File: src/rtl/shm_pkg.sv
`default_nettype none
// ============================================================================
// Module      : shm_pkg
// Description : Shared types for the shift/mask unit arbiter. Holds the
//               operation and size encodings and the buffered request
//               record used by each requester slot.
// Revision    : 1.0 - initial release
// ============================================================================
package shm_pkg;

    // Widest destination tag the slot record can carry. Narrower tags are
    // zero-extended into it and truncated back on the way out.
    localparam int SHM_TAG_MAX_W = 16;

    // Codes 12..15 are not named here. They are still carried through the
    // arbiter without change.
    typedef enum logic [3:0] {
        SHM_SEXT   = 4'd0,
        SHM_SRL    = 4'd1,
        SHM_SRA    = 4'd2,
        SHM_SLL    = 4'd3,
        SHM_EXT_L  = 4'd4,
        SHM_EXT_H  = 4'd5,
        SHM_INS_L  = 4'd6,
        SHM_INS_H  = 4'd7,
        SHM_MSK_L  = 4'd8,
        SHM_MSK_H  = 4'd9,
        SHM_ZAP    = 4'd10,
        SHM_ZAPNOT = 4'd11
    } shm_op_e;

    typedef enum logic [1:0] {
        BYTE = 2'd0,
        WORD = 2'd1,
        LWRD = 2'd2,
        QWRD = 2'd3
    } op_size_e;

    typedef struct packed {
        logic [63:0]              op_a;
        logic [63:0]              op_b;
        shm_op_e                  op;
        op_size_e                 size;
        logic [SHM_TAG_MAX_W-1:0] tag;
    } shm_req_t;

endpackage : shm_pkg
`default_nettype wire

File: src/rtl/rr_arb2.sv
`default_nettype none
// ============================================================================
// Module      : rr_arb2
// Description : Two-way round-robin arbiter with a registered pointer.
//               A lone request always wins. When both requests are present,
//               the pointer decides which one wins. After every grant the
//               pointer moves to the requester that lost. With no grant the
//               pointer holds its value.
// Ports       : clk, reset  - clock, synchronous active-high reset
//               req[1:0]    - request vector (already qualified by caller)
//               grant[1:0]  - one-hot grant, same cycle
// Revision    : 1.0 - initial release
// ============================================================================
module rr_arb2 (
    input  logic       clk,
    input  logic       reset,
    input  logic [1:0] req,
    output logic [1:0] grant
);

    // Pointer value 0 means requester 0 is favoured; 1 means requester 1.
    localparam logic [0:0] c_PTR_REQ0 = 1'b0;
    localparam logic [0:0] c_PTR_REQ1 = 1'b1;

    logic [0:0] r_ptr;
    logic [0:0] w_ptr_next;

    always_ff @(posedge clk) begin
        if (reset) begin
            r_ptr <= c_PTR_REQ0;
        end else begin
            r_ptr <= w_ptr_next;
        end
    end

    always_comb begin
        grant      = 2'b00;
        w_ptr_next = r_ptr;
        case (req)
            2'b01:   grant = 2'b01;
            2'b10:   grant = 2'b10;
            2'b11:   grant = (r_ptr == c_PTR_REQ1) ? 2'b10 : 2'b01;
            default: grant = 2'b00;
        endcase
        if (grant[0]) begin
            w_ptr_next = c_PTR_REQ1;
        end else if (grant[1]) begin
            w_ptr_next = c_PTR_REQ0;
        end
    end

endmodule : rr_arb2
`default_nettype wire

File: src/rtl/shm_arbiter.sv
`default_nettype none
// ============================================================================
// Module      : shm_arbiter
// Description : Shares one shift/mask unit between two requesters.
//               Each requester has a one-entry operand slot. Valid slots are
//               granted round-robin, one per cycle, and the granted slot
//               drives the unit in the same cycle. The unit's registered
//               result comes back one cycle later. It is routed to the
//               requester that issued the op, together with that op's tag.
// Ports       : clk, reset, flush           - clock, sync reset, kill
//               req_valid/ready, req_*      - per-requester operand intake
//               shm_enable, shm_*           - unit drive
//               shm_rvalid, shm_result      - unit return
//               rsp_valid, rsp_tag/result   - writeback
//               proto_err                   - sticky return-protocol error
//               contention_cnt              - saturating both-valid count
// Revision    : 1.0 - initial release
// ============================================================================
module shm_arbiter
    import shm_pkg::*;
#(
    parameter int TAG_W = 5,
    parameter int CNT_W = 16
) (
    input  logic                  clk,
    input  logic                  reset,
    input  logic                  flush,
    input  logic [1:0]            req_valid,
    output logic [1:0]            req_ready,
    input  logic [1:0][63:0]      req_op_a,
    input  logic [1:0][63:0]      req_op_b,
    input  logic [1:0][3:0]       req_shmsk_op,
    input  logic [1:0][1:0]       req_op_size,
    input  logic [1:0][TAG_W-1:0] req_tag,
    output logic                  shm_enable,
    output logic [63:0]           shm_op_a,
    output logic [63:0]           shm_op_b,
    output logic [3:0]            shm_shmsk_op,
    output logic [1:0]            shm_op_size,
    input  logic                  shm_rvalid,
    input  logic [63:0]           shm_result,
    output logic [1:0]            rsp_valid,
    output logic [TAG_W-1:0]      rsp_tag,
    output logic [63:0]           rsp_result,
    output logic                  proto_err,
    output logic [CNT_W-1:0]      contention_cnt
);

    shm_req_t         r_slot [2];
    logic [1:0]       r_slot_vld;
    shm_req_t         w_new  [2];
    logic [1:0]       w_arb_req;
    logic [1:0]       w_grant;
    logic [1:0]       w_accept;
    logic             w_kill;
    shm_req_t         w_sel;
    logic             r_infl_vld;
    logic             r_infl_req;
    logic [TAG_W-1:0] r_infl_tag;
    logic             w_rsp_fire;
    logic             r_flush_d;
    logic             r_proto_err;
    logic [CNT_W-1:0] r_cnt;
    logic             w_unused_tag;

    // Reset takes precedence over flush. Both of them stop issue,
    // responses and intake in the cycle they are asserted.
    assign w_kill    = reset | flush;
    assign w_arb_req = r_slot_vld & {2{~w_kill}};

    rr_arb2 u_arb (
        .clk   (clk),
        .reset (reset),
        .req   (w_arb_req),
        .grant (w_grant)
    );

    // A slot that is issuing this cycle can take a new operand at once.
    // While reset is asserted, both requesters see ready.
    assign req_ready = reset ? 2'b11 : ({2{~flush}} & (~r_slot_vld | w_grant));
    assign w_accept  = req_valid & req_ready & {2{~w_kill}};

    for (genvar i = 0; i < 2; i++) begin : g_pack
        assign w_new[i] = '{
            op_a: req_op_a[i],
            op_b: req_op_b[i],
            op:   shm_op_e'(req_shmsk_op[i]),
            size: op_size_e'(req_op_size[i]),
            tag:  SHM_TAG_MAX_W'(req_tag[i])
        };
    end

    always_ff @(posedge clk) begin
        for (int i = 0; i < 2; i++) begin
            if (w_kill) begin
                r_slot_vld[i] <= 1'b0;
            end else if (w_accept[i]) begin
                r_slot_vld[i] <= 1'b1;
                r_slot[i]     <= w_new[i];
            end else if (w_grant[i]) begin
                r_slot_vld[i] <= 1'b0;
            end
        end
    end

    // Granted slot onto the unit. All fields are zero when nothing is granted.
    always_comb begin
        w_sel = '0;
        if (w_grant[0]) begin
            w_sel = r_slot[0];
        end else if (w_grant[1]) begin
            w_sel = r_slot[1];
        end
    end

    assign shm_enable   = |w_grant;
    assign shm_op_a     = w_sel.op_a;
    assign shm_op_b     = w_sel.op_b;
    assign shm_shmsk_op = w_sel.op;
    assign shm_op_size  = w_sel.size;
    assign w_unused_tag = ^w_sel.tag;

    always_ff @(posedge clk) begin
        if (w_kill) begin
            r_infl_vld <= 1'b0;
            r_infl_req <= 1'b0;
            r_infl_tag <= '0;
        end else begin
            r_infl_vld <= |w_grant;
            r_infl_req <= w_grant[1];
            r_infl_tag <= w_sel.tag[TAG_W-1:0];
        end
    end

    assign w_rsp_fire = r_infl_vld & shm_rvalid & ~w_kill;
    assign rsp_valid  = {w_rsp_fire & r_infl_req, w_rsp_fire & ~r_infl_req};
    assign rsp_tag    = w_rsp_fire ? r_infl_tag : '0;
    assign rsp_result = w_rsp_fire ? shm_result : '0;

    // The unit may still return a result for an op that a flush has killed.
    // That can happen in the flush cycle and in the cycle after it, so the
    // protocol check is masked in both of those cycles.
    always_ff @(posedge clk) begin
        if (reset) begin
            r_flush_d   <= 1'b0;
            r_proto_err <= 1'b0;
        end else begin
            r_flush_d <= flush;
            if (!flush && !r_flush_d && (shm_rvalid != r_infl_vld)) begin
                r_proto_err <= 1'b1;
            end
        end
    end

    always_ff @(posedge clk) begin
        if (reset) begin
            r_cnt <= '0;
        end else if (!flush && (&r_slot_vld) && !(&r_cnt)) begin
            r_cnt <= r_cnt + CNT_W'(1);
        end
    end

    assign proto_err      = r_proto_err;
    assign contention_cnt = r_cnt;

endmodule : shm_arbiter
`default_nettype wire

File: config.mk
export PLATFORM = sky130hd
export DESIGN_NAME = shm_arbiter
export DESIGN_NICKNAME = d
export VERILOG_FILES = /design/src/rtl/shm_pkg.sv /design/src/rtl/rr_arb2.sv /design/src/rtl/shm_arbiter.sv
export SDC_FILE = /design/constraint.sdc
export NUM_CORES = 1
export LEC_CHECK = 0
export ABC_AREA = 0
export CAP_MARGIN = 40
export CORE_ASPECT_RATIO = 0.7
export CORE_MARGIN = 4
export CORE_UTILIZATION = 30
export CTS_CLUSTER_DIAMETER = 50
export DETAILED_ROUTE_END_ITERATION = 10
export PLACE_DENSITY = 0.71
export SYNTH_ARGS = -nofsm -noshare
export SYNTH_HDL_FRONTEND = slang
export SYNTH_HIERARCHICAL = 1
export SYNTH_SLANG_ARGS = --single-unit
File: constraint.sdc
create_clock -name clk -period 25.1 [get_ports clk]
set_input_delay 7.53 -clock clk [delete_from_list [all_inputs] [get_ports clk]]
set_output_delay 7.53 -clock clk [all_outputs]
set_load 0.03 [all_outputs]
==> results of run 1 <==
sequential cells by signal, indices dropped and copies added (netlist names):
signal,cells
r_slot,278
r_flush_d,1
r_slot_vld,2
contention_cnt,16
r_infl_req,1
proto_err,1
u_arb/r_ptr,1
r_infl_tag,5
r_infl_vld,1
worst paths after layout:
kind / cells past startpoint / end
worst max register to register: 7 / r_slot[0][118]
worst min register to register: 2 / r_infl_tag[3]
worst max-delay path: 9 / shm_op_b[62]
worst min-delay path: 2 / r_infl_tag[3]
area by class of cell:
| class | count | share of cell area (%) |
|---|---|---|
| well taps | 544 | 3.60 |
| diodes | 5 | 0.0661 |
| multi-input cells | 320 | 12.6 |
| clock buffers | 44 | 4.75 |
| inverters | 3 | 0.0595 |
| flip-flops and latches | 306 | 47.1 |
| repair buffers | 580 | 30.8 |
| clock inverters | 18 | 1.04 |
critical path, cell delays in order:
cell and delay [ps]:
clkdlybuf4s50_1 870, nor2_4 470, and2_1 270, a21boi_0 650
nor2b_4 270, buf_4 570, buf_4 760, a22o_1 240
clkdlybuf4s50_1 700
synthesized netlist by cell type (all sizes together), types with 4 or more instances:
| master | number |
|---|---|
| dfxtp | 28 |
| nor2 | 17 |
| o21ai | 8 |
| and2 | 5 |
| a22oi | 5 |
| nand2 | 7 |
| nor2b | 6 |
| edfxtp | 278 |
| clkbuf | 47 |
| nor3b | 4 |
| nand3 | 7 |
| a21oi | 10 |
| and3 | 70 |
| buf | 137 |
| a22o | 133 |
| or3 | 6 |
| nand4 | 4 |
| nor3 | 4 |
layer usage:
layer	global-route usage, %	vias up
met5	0	-
met4	7.14	6
met3	6.19	94
met2	29.1	444
met1	17.7	4189
li1	-	3896
stage by stage:
step | total power, W | area [um2] | worst slack (ps) | util (%) | std cells
6_report | 0.00116 | 18900 | 5070 | 46.1 | 1820
5_1_grt | 0.00120 | 18900 | 4850 | 46.1 | 1819
4_1_cts | 0.00118 | 18900 | 5190 | 46.0 | 1814
3_5_place_dp | 0.000684 | 17800 | 5210 | 43.3 | 1752
3_3_place_gp | 0.000682 | 17800 | 5390 | 43.3 | 1752
2_1_floorplan | 0.000621 | 12500 | 5350 | - | 813
report_power, final:
group          total [W]  leakage [nW]  internal, W  switching [W]
Clock           0.000484         0.531     0.000279       0.000206
Sequential      0.000577          2.77     0.000572     0.00000512
Combinational  0.0000953          3.25    0.0000596      0.0000358
Total            0.00116          6.55     0.000910       0.000246
logic make-up after synthesis:
family | share of synthesized area, %
AOI/OAI and AO/OA | 11.3
adders and majority gates | 0.201
buffers and inverters | 9.70
DFF | 71.5
muxes | 0.261
and+or+nand+nor | 7.07
==> results.txt, run 1 <==
Slew HR -> 23.7%
Max-slew violations -> 0
Final nets -> 1595
Least-Margin Pin Slew -> 1140 ps
DRT Pass-1 Iters -> 8
Met3 WL post-DR -> 3750 um
Pin count of the biggest net entering global routing -> 140
Multi-input gate area -> 2380 um2
Max-cap violation count -> 0
Initial core utilization -> 30.4%
Post-route setup TNS -> 0 ps
Mapped Cells -> 813
Leading cell types in the layout, fill and taps excluded -> 572 x clkdlybuf4s50_1, 278 x edfxtp_1, 133 x a22o_1, 70 x and3_1, 34 x clkbuf_16
Core area -> 41000 um2
CP arrival -> 12500 ps
Area growth from synthesis to layout -> 51.8%
Synth top area cells -> edfxtp_1 67%, a22o_1 9.3%, buf_4 8.1%, dfxtp_1 4.5%, and3_1 3.5%
Sequential share of the synthesized area -> 71.5%
GRT Overall Usage -> 16.4%
Vias in the first global route -> 8764
Skew final -> 15.6 ps
Critical path endpoint category -> output pin
Ports -> 573
Met2 routed WL -> 20900 um
Hold-fix buffers, CTS -> 0
Final wirelength -> 40300 um
FFs w/ async S/R, synth -> 0%
Yosys top cell area share -> 67.0%
Tcrit/Tclk final -> 79.8%
Die Span Y -> 179 um
Post-Syn Area -> 12500 um2
Leak -> 6.55 nW
Hold slack -> 485 ps
Hold crit path type -> register to register
RSZ-0062 raised after global routing -> no
CP required -> 17570 ps
Initial antenna violation count -> 8
CTS buffer count -> 34
Post-route DRC violation count -> 0
Number of fill cells -> 3581
Worst-path clk slew -> 50 ps
EDFF count, synth -> 278
Mapped Nets -> 1163
Synth Warn # -> 6
Top FF cell, synth -> edfxtp_1
Drt wl/cell -> 22.1 um
Sink Count -> 306
Root Buffer -> clkbuf_16
Starting DRT DRC Count -> 520
RePlAce Congestion -> 0.844
Register bit total from synthesis -> 306
GRT overflow -> 0
PwrDens -> 61.2 nW/um2
Worst R2R Setup Slack -> 21170 ps
Clock latency on the worst-skew pair -> 530 ps
Total number of H-tree levels -> 2
Area leader, netlist -> edfxtp_1
Port buffer count -> 572
Min-delay src -> r_slot[0][142]
Peak supply drop -> 0.0000419 V
CP max FO -> 77
Final hold violations -> 0
Final ANT Viol Nets -> 0
Num rows -> 62
Final min period -> 20030 ps
CTS tree -> built
Mean post-synth cell area -> 15.3 um2
WL met1 -> 14000 um
Most common cell after layout, fill and taps aside -> clkdlybuf4s50_1
Setup CP Type -> input pin to output pin
Ratio of cells with drive above 1 in the final layout -> 5.51%
Max layer used -> met5
Critical Path Start -> reset
Die area -> 44900 um2
Clk buf depth -> 3
Critical R2R Launch -> r_slot_vld[0]
Via density -> 4.74
First-pass GRT wire length -> 55400 um
Post-CTS resize count -> 0
Status -> complete, no violations
Synth cell types -> 41
Max Clock Freq -> 0.0499 GHz
Die X -> 252 um
Detailed placement HPWL -> 29600 um
Setup-failing EPs final -> 0
Reg area -> 8910 um2
Crit start category -> input pin
Via Count -> 8629
Setup Buffers After CTS -> 0
Note: power is estimated with default switching activity, not from simulation.
==> inputs of run 2 (changes only) <==
--- a/config.mk
+++ b/config.mk
@@ -12,7 +12,7 @@
 export CORE_UTILIZATION = 30
 export CTS_CLUSTER_DIAMETER = 50
 export DETAILED_ROUTE_END_ITERATION = 10
-export PLACE_DENSITY = 0.71
+export PLACE_DENSITY = 0.74
 export SYNTH_ARGS = -nofsm -noshare
 export SYNTH_HDL_FRONTEND = slang
 export SYNTH_HIERARCHICAL = 1
==> constraint.sdc (replaced) <==
create_clock -name clk -period 16.1 [get_ports clk]
set_input_delay 4.83 -clock clk [delete_from_list [all_inputs] [get_ports clk]]
set_output_delay 4.83 -clock clk [all_outputs]
set_load 0.03 [all_outputs]
==> results.txt, run 2 (synthesis gave the netlist of run 1 again) <==
Skew final -> 15.8 ps (was 15.6 ps)
Number of fill cells -> 3549 (was 3581)
Detailed placement HPWL -> 31200 um (was 29600 um)
Via density -> 4.70 (was 4.74)
Max Clock Freq -> 0.0759 GHz
Psw -> 0.000394 W (was 0.000246 W)
Min-delay src -> proto_err (was r_slot[0][142])
Peak supply drop -> 0.0000708 V (was 0.0000419 V)
Max reg flops -> 278 (unchanged)
GRT Overall Usage -> 17.3% (was 16.4%)
Leak -> 6.68 nW (was 6.55 nW)
Post-CTS resize count -> 0 (unchanged)
Final hold violations -> 0 (unchanged)
Slew HR -> 56.5% (was 23.7%)
Leading cell types in the layout, fill and taps excluded -> 572 x clkdlybuf4s50_1, 278 x edfxtp_1, 133 x a22o_1, 70 x and3_1, 38 x clkbuf_16 (was 572 x clkdlybuf4s50_1, 278 x edfxtp_1, 133 x a22o_1, 70 x and3_1, 34 x clkbuf_16)
Status -> complete, no violations (unchanged)
RSZ-0062 raised after global routing -> no (unchanged)
CTS tree -> built (unchanged)
Hold-fix buffers, CTS -> 0 (unchanged)
Internal power -> 0.00148 W (was 0.000910 W)
Crit path max-delay cell type -> clkdlybuf4s50_1 (unchanged)
Initial antenna violation count -> 6 (was 8)
CP required -> 11270 ps (was 17570 ps)
Most common cell after layout, fill and taps aside -> clkdlybuf4s50_1 (unchanged)
Clock network power share -> 44.0% (was 41.9%)
Core area -> 41000 um2 (unchanged)
Final min period -> 13180 ps
Starting DRT DRC Count -> 441 (was 520)
Die Span Y -> 179 um (unchanged)
Crit-path cells -> clkdlybuf4s50_1, buf_4, nor2_4, and2_1, a21boi_4, buf_4, buf_4, buf_16, a22o_1, clkdlybuf4s50_1 (was clkdlybuf4s50_1, nor2_4, and2_1, a21boi_0, nor2b_4, buf_4, buf_4, a22o_1, clkdlybuf4s50_1)
Max-slew violations -> 0 (unchanged)
Max-cap violation count -> 0 (unchanged)
Hold slack -> 474 ps (was 485 ps)
Setup Buffers After CTS -> 0 (unchanged)
CP arrival -> 8350 ps (was 12500 ps)
Crit path max-delay family -> buffers and inverters (unchanged)
Ports -> 573 (unchanged)
Critical path endpoint category -> output pin (unchanged)
Final nets -> 1606 (was 1595)
Sink Count -> 306 (unchanged)
Ratio of cells with drive above 1 in the final layout -> 6.79% (was 5.51%)
Post-Place Cell Area -> 17900 um2 (was 17800 um2)
Combinational share of power -> 8.2% (about the same)
GRT overflow -> 0 (unchanged)
CP max FO -> 69 (was 77)
Critical R2R Launch -> r_slot_vld[0] (unchanged)
Crit start category -> input pin (unchanged)
Sequential power share -> 47.8% (was 49.9%)
Worst R2R Setup Slack -> 12750 ps (was 21170 ps)
First-pass GRT wire length -> 58100 um (was 55400 um)
Fin area -> 19200 um2 (was 18900 um2)
Overall power -> 0.00188 W (was 0.00116 W)
Setup CP Type -> input pin to output pin (unchanged)
Area growth from synthesis to layout -> 53.8% (was 51.8%)
Final ANT Viol Nets -> 0 (unchanged)
Num rows -> 62 (unchanged)
Vias in the first global route -> 8788 (was 8764)
Pin count of the biggest net entering global routing -> 74 (was 140)
Most common cell on crit path -> buf_4
Worst path bufs/invs -> 6 (was 4)
Hold Path Stages -> 2 (unchanged)
Sw frac -> 21.0% (was 21.3%)
DRT Pass-1 Iters -> 5 (was 8)
Clock latency on the worst-skew pair -> 520 ps (was 530 ps)
Setup-failing EPs final -> 0 (unchanged)
Least-Margin Pin Slew -> 648 ps (was 1140 ps)
Worst-path clk slew -> 50 ps (about the same)
Die X -> 252 um (unchanged)
Port buffer count -> 572 (unchanged)
Worst reg2reg path endpoint -> r_slot[0][43] (was r_slot[0][118])
RePlAce Congestion -> 0.882 (was 0.844)
CTS buffer count -> 36 (was 34)
Hold Path Sink -> proto_err (was r_infl_tag[3])
PwrDens -> 98.0 nW/um2 (was 61.2 nW/um2)
Via Count -> 8605 (was 8629)
Total number of H-tree levels -> 2 (unchanged)
Die area -> 44900 um2 (unchanged)
Largest Register -> r_slot (unchanged)
Core Util, Final -> 46.7% (was 46.1%)
Post-route setup TNS -> 0 ps (unchanged)
Worst path max stage delay -> 770 ps (was 870 ps)
Post-route DRC violation count -> 0 (unchanged)
Worst r2r path cells -> 8 (was 7)
Tcrit/Tclk final -> 81.9%
Clk buf depth -> 3 (unchanged)
Root Buffer -> clkbuf_16 (unchanged)
Initial core utilization -> 30.4% (unchanged)
Final wirelength -> 41900 um (was 40300 um)
Drt wl/cell -> 22.9 um (was 22.1 um)
Hold crit path type -> register to register (unchanged)
run 2: cell types whose count changed in the layout (fill, tap and decap cells not counted), sizes merged:
cell,change
buf,+9
clkinvlp,+3
bufinv,+2
clkbuf,-2
clkinv,-1
diode,-1
inv,-1
run 2: power groups by stage:
stage	sequential (W)	clock, W	combinational, W
after global placement	0.000914	0	0.000149
after CTS	0.000898	0.000850	0.000155
after global routing	0.000899	0.000886	0.000162
after floorplan	0.000916	0	0.0000479
after detailed placement	0.000915	0	0.000154
final	0.000898	0.000827	0.000153
run 2: final cells by class:
cell class	instances	area (um2)	share of cell area (%)
Antenna cell	4	10.0	0.0522
Clock buffer	42	966	5.04
Clock inverter	21	249	1.30
Inverter	3	11.3	0.0587
Multi-Input combinational cell	320	2400	12.5
Sequential cell	306	8910	46.5
Tap cell	544	681	3.55
Timing Repair Buffer	589	5950	31.0
run 2: layer usage:
| metal | track usage, % | wire length, um |
|---|---|---|
| met1 | 20.3 | 15800 |
| met2 | 29.6 | 21300 |
| met3 | 6.19 | 3440 |
| met4 | 5.87 | 1330 |
| met5 | 0 | 48 |
run 2: worst min-delay path: stages (launching register included):
cell     delay [ps]
dfxtp_1         330
a21oi_1          40
nor2_1           70
run 2: worst max path at each step:
stage               depth (start not counted)            to  start  slack [ps]
global route                               10  shm_op_a[54]  reset        2720
finish                                     10  shm_op_a[54]  reset        2920
global placement                            9  shm_op_a[54]  reset        2440
floorplan                                   9  r_slot[0][0]  flush        3980
CTS                                        10  shm_op_a[54]  reset        2850
detailed placement                         10  shm_op_a[54]  reset        2850
run 2: metrics by stage:
| step | cells | setup WS, ps |
|---|---|---|
| after CTS | 1825 | 2850 |
| after global routing | 1826 | 2720 |
| after global placement | 1757 | 2440 |
| after floorplan | 813 | 3980 |
| after detailed placement | 1762 | 2850 |
| final | 1829 | 2920 |
==> inputs of run 3 (changes only) <==
--- a/config.mk
+++ b/config.mk
@@ -12,7 +12,7 @@
 export CORE_UTILIZATION = 30
 export CTS_CLUSTER_DIAMETER = 50
 export DETAILED_ROUTE_END_ITERATION = 10
-export PLACE_DENSITY = 0.74
+export PLACE_DENSITY = 0.71
 export SYNTH_ARGS = -nofsm -noshare
 export SYNTH_HDL_FRONTEND = slang
 export SYNTH_HIERARCHICAL = 1
==> constraint.sdc (replaced) <==
create_clock -name clk -period 12.4 [get_ports clk]
set_input_delay 3.72 -clock clk [delete_from_list [all_inputs] [get_ports clk]]
set_output_delay 3.72 -clock clk [all_outputs]
set_load 0.03 [all_outputs]
==> results.txt, run 3 (synthesis gave the netlist of run 1 again) <==
Crit-path cells -> clkdlybuf4s50_1, buf_4, nor2_4, and2_1, a21boi_0, nor2b_4, buf_12, a22o_1, clkdlybuf4s50_1 (was clkdlybuf4s50_1, buf_4, nor2_4, and2_1, a21boi_4, buf_4, buf_4, buf_16, a22o_1, clkdlybuf4s50_1)
Most common cell on crit path -> clkdlybuf4s50_1 (was buf_4)
Slew HR -> 37.7% (was 56.5%)
Setup Buffers After CTS -> 0 (unchanged)
Post-route setup TNS -> 0 ps (unchanged)
Crit path max-delay cell type -> clkdlybuf4s50_1 (unchanged)
Ratio of cells with drive above 1 in the final layout -> 5.96% (was 6.79%)
Worst r2r path cells -> 5 (was 8)
Worst path max stage delay -> 710 ps (was 770 ps)
Initial antenna violation count -> 6 (unchanged)
Setup-failing EPs final -> 0 (unchanged)
Worst R2R Setup Slack -> 9640 ps (was 12750 ps)
CP arrival -> 6910 ps (was 8350 ps)
Sink Count -> 306 (unchanged)
Leading cell types in the layout, fill and taps excluded -> 572 x clkdlybuf4s50_1, 278 x edfxtp_1, 133 x a22o_1, 70 x and3_1, 38 x clkbuf_16 (unchanged)
Die X -> 252 um (unchanged)
Largest Register -> r_slot (unchanged)
Final ANT Viol Nets -> 0 (unchanged)
Status -> complete, no violations (unchanged)
Vias in the first global route -> 8830 (was 8788)
Starting DRT DRC Count -> 572 (was 441)
Critical Path Stages -> 9 (was 10)
GRT overflow -> 0 (unchanged)
Skew final -> 20.4 ps (was 15.8 ps)
CTS buffer count -> 37 (was 36)
Ports -> 573 (unchanged)
Critical path endpoint category -> output pin (unchanged)
Setup CP Type -> input pin to output pin (unchanged)
Port buffer count -> 572 (unchanged)
GRT Overall Usage -> 17.1% (was 17.3%)
Overall power -> 0.00241 W (was 0.00188 W)
CP required -> 8680 ps (was 11270 ps)
RePlAce Congestion -> 0.850 (was 0.882)
Critical R2R Launch -> r_slot_vld[0] (unchanged)
CTS tree -> built (unchanged)
Area growth from synthesis to layout -> 52.6% (was 53.8%)
Post-route DRC violation count -> 0 (unchanged)
Post-CTS resize count -> 0 (unchanged)
Final wirelength -> 41600 um (was 41900 um)
RSZ-0062 raised after global routing -> no (unchanged)
Clock latency on the worst-skew pair -> 520 ps (about the same)
Combinational share of power -> 8.1% (was 8.2%)
Clock network power share -> 43.5% (was 44.0%)
Root Buffer -> clkbuf_16 (unchanged)
Internal power -> 0.00189 W (was 0.00148 W)
PwrDens -> 127 nW/um2 (was 98.0 nW/um2)
Max-cap violation count -> 0 (unchanged)
Leak -> 6.60 nW (was 6.68 nW)
First-pass GRT wire length -> 58000 um (was 58100 um)
Total number of H-tree levels -> 2 (unchanged)
Min-delay src -> proto_err (unchanged)
Critical Path Start -> reset (unchanged)
Sequential power share -> 48.4% (was 47.8%)
Worst reg2reg path endpoint -> r_slot[0][6] (was r_slot[0][43])
Via density -> 4.73 (was 4.70)
Worst-path clk slew -> 60 ps (was 50 ps)
Pin count of the biggest net entering global routing -> 140 (was 74)
Psw -> 0.000516 W (was 0.000394 W)
CP max FO -> 91 (was 69)
Tcrit/Tclk final -> 85.7%
Peak supply drop -> 0.0000953 V (was 0.0000708 V)
Crit path max-delay family -> buffers and inverters (unchanged)
Initial core utilization -> 30.4% (unchanged)
Max-slew violations -> 0 (unchanged)
Num rows -> 62 (unchanged)
Hold crit path type -> register to register (unchanged)
Detailed placement HPWL -> 29800 um (was 31200 um)
Crit start category -> input pin (unchanged)
Die area -> 44900 um2 (unchanged)
Final min period -> 10630 ps
Sw frac -> 21.5% (was 21.0%)
Via Count -> 8628 (was 8605)
Clk buf depth -> 3 (unchanged)
Most common cell after layout, fill and taps aside -> clkdlybuf4s50_1 (unchanged)
Max Clock Freq -> 0.0941 GHz
Max reg flops -> 278 (unchanged)
Core area -> 41000 um2 (unchanged)
Hold-fix buffers, CTS -> 0 (unchanged)
Final nets -> 1598 (was 1606)
Least-Margin Pin Slew -> 935 ps (was 648 ps)
Drt wl/cell -> 22.8 um (was 22.9 um)
Final hold violations -> 0 (unchanged)
Worst path bufs/invs -> 4 (was 6)
Die Span Y -> 179 um (unchanged)
Core Util, Final -> 46.3% (was 46.7%)
DRT Pass-1 Iters -> 5 (unchanged)
Worst Setup EP -> shm_op_a[34] (was shm_op_a[54])
run 3: cell types whose count changed in the layout (fill, tap and decap cells not counted), sizes merged:
cell | previous run | this run
buf | 17 | 8
clkbuf | 42 | 46
inv | 4 | 8
clkinvlp | 3 | 0
bufinv | 4 | 2
clkinv | 13 | 14
diode | 4 | 3
run 3: final cells by class:
class / instances / area, um2
fill: 3602 / 22000
sequential: 306 / 8910
timing repair buffer: 580 / 5840
multi-input combinational: 320 / 2400
clock buffer: 46 / 981
tap: 544 / 681
clock inverter: 21 / 193
inverter: 3 / 11.3
antenna: 3 / 7.51
run 3: worst register-to-register path, stage by stage, from the launching register on:
cell      delay (ps)
dfxtp_1          360
and2_1           180
a21boi_4         590
nor2b_1          240
nor3b_4          280
buf_12           590
run 3: metal layers:
layer / global-route usage (%) / wire, um / vias up
met4: 5.80 / 1250 / 6
met3: 5.54 / 3250 / 91
met2: 29.2 / 21000 / 349
met5: 0 / 34 / -
met1: 20.6 / 16000 / 4265
li1: - / - / 3917
run 3: worst min path at each step:
stage,end,slack [ps],cells past startpoint
detailed placement,proto_err,470,2
CTS,proto_err,490,2
finish,proto_err,480,2
global route,proto_err,530,2
global placement,proto_err,460,2
floorplan,u_arb/r_ptr,450,1
run 3: power by group through the flow:
stage / Clock [W] / Combinational [W] / Sequential, W
2_1_floorplan: 0 / 0.0000621 / 0.00119
3_5_place_dp: 0 / 0.000197 / 0.00119
6_report: 0.00105 / 0.000195 / 0.00117
3_3_place_gp: 0 / 0.000193 / 0.00119
5_1_grt: 0.00113 / 0.000206 / 0.00117
4_1_cts: 0.00108 / 0.000198 / 0.00117
run 3: through the flow:
step | worst slack (ps) | hold slack, ps | cells | instance area (um2)
2_1_floorplan | 1390 | 451 | 813 | 12500
3_3_place_gp | 1840 | 456 | 1753 | 17800
3_5_place_dp | 1770 | 471 | 1753 | 17800
4_1_cts | 1760 | 488 | 1820 | 19000
5_1_grt | 1590 | 529 | 1822 | 19000
6_report | 1770 | 479 | 1823 | 19000
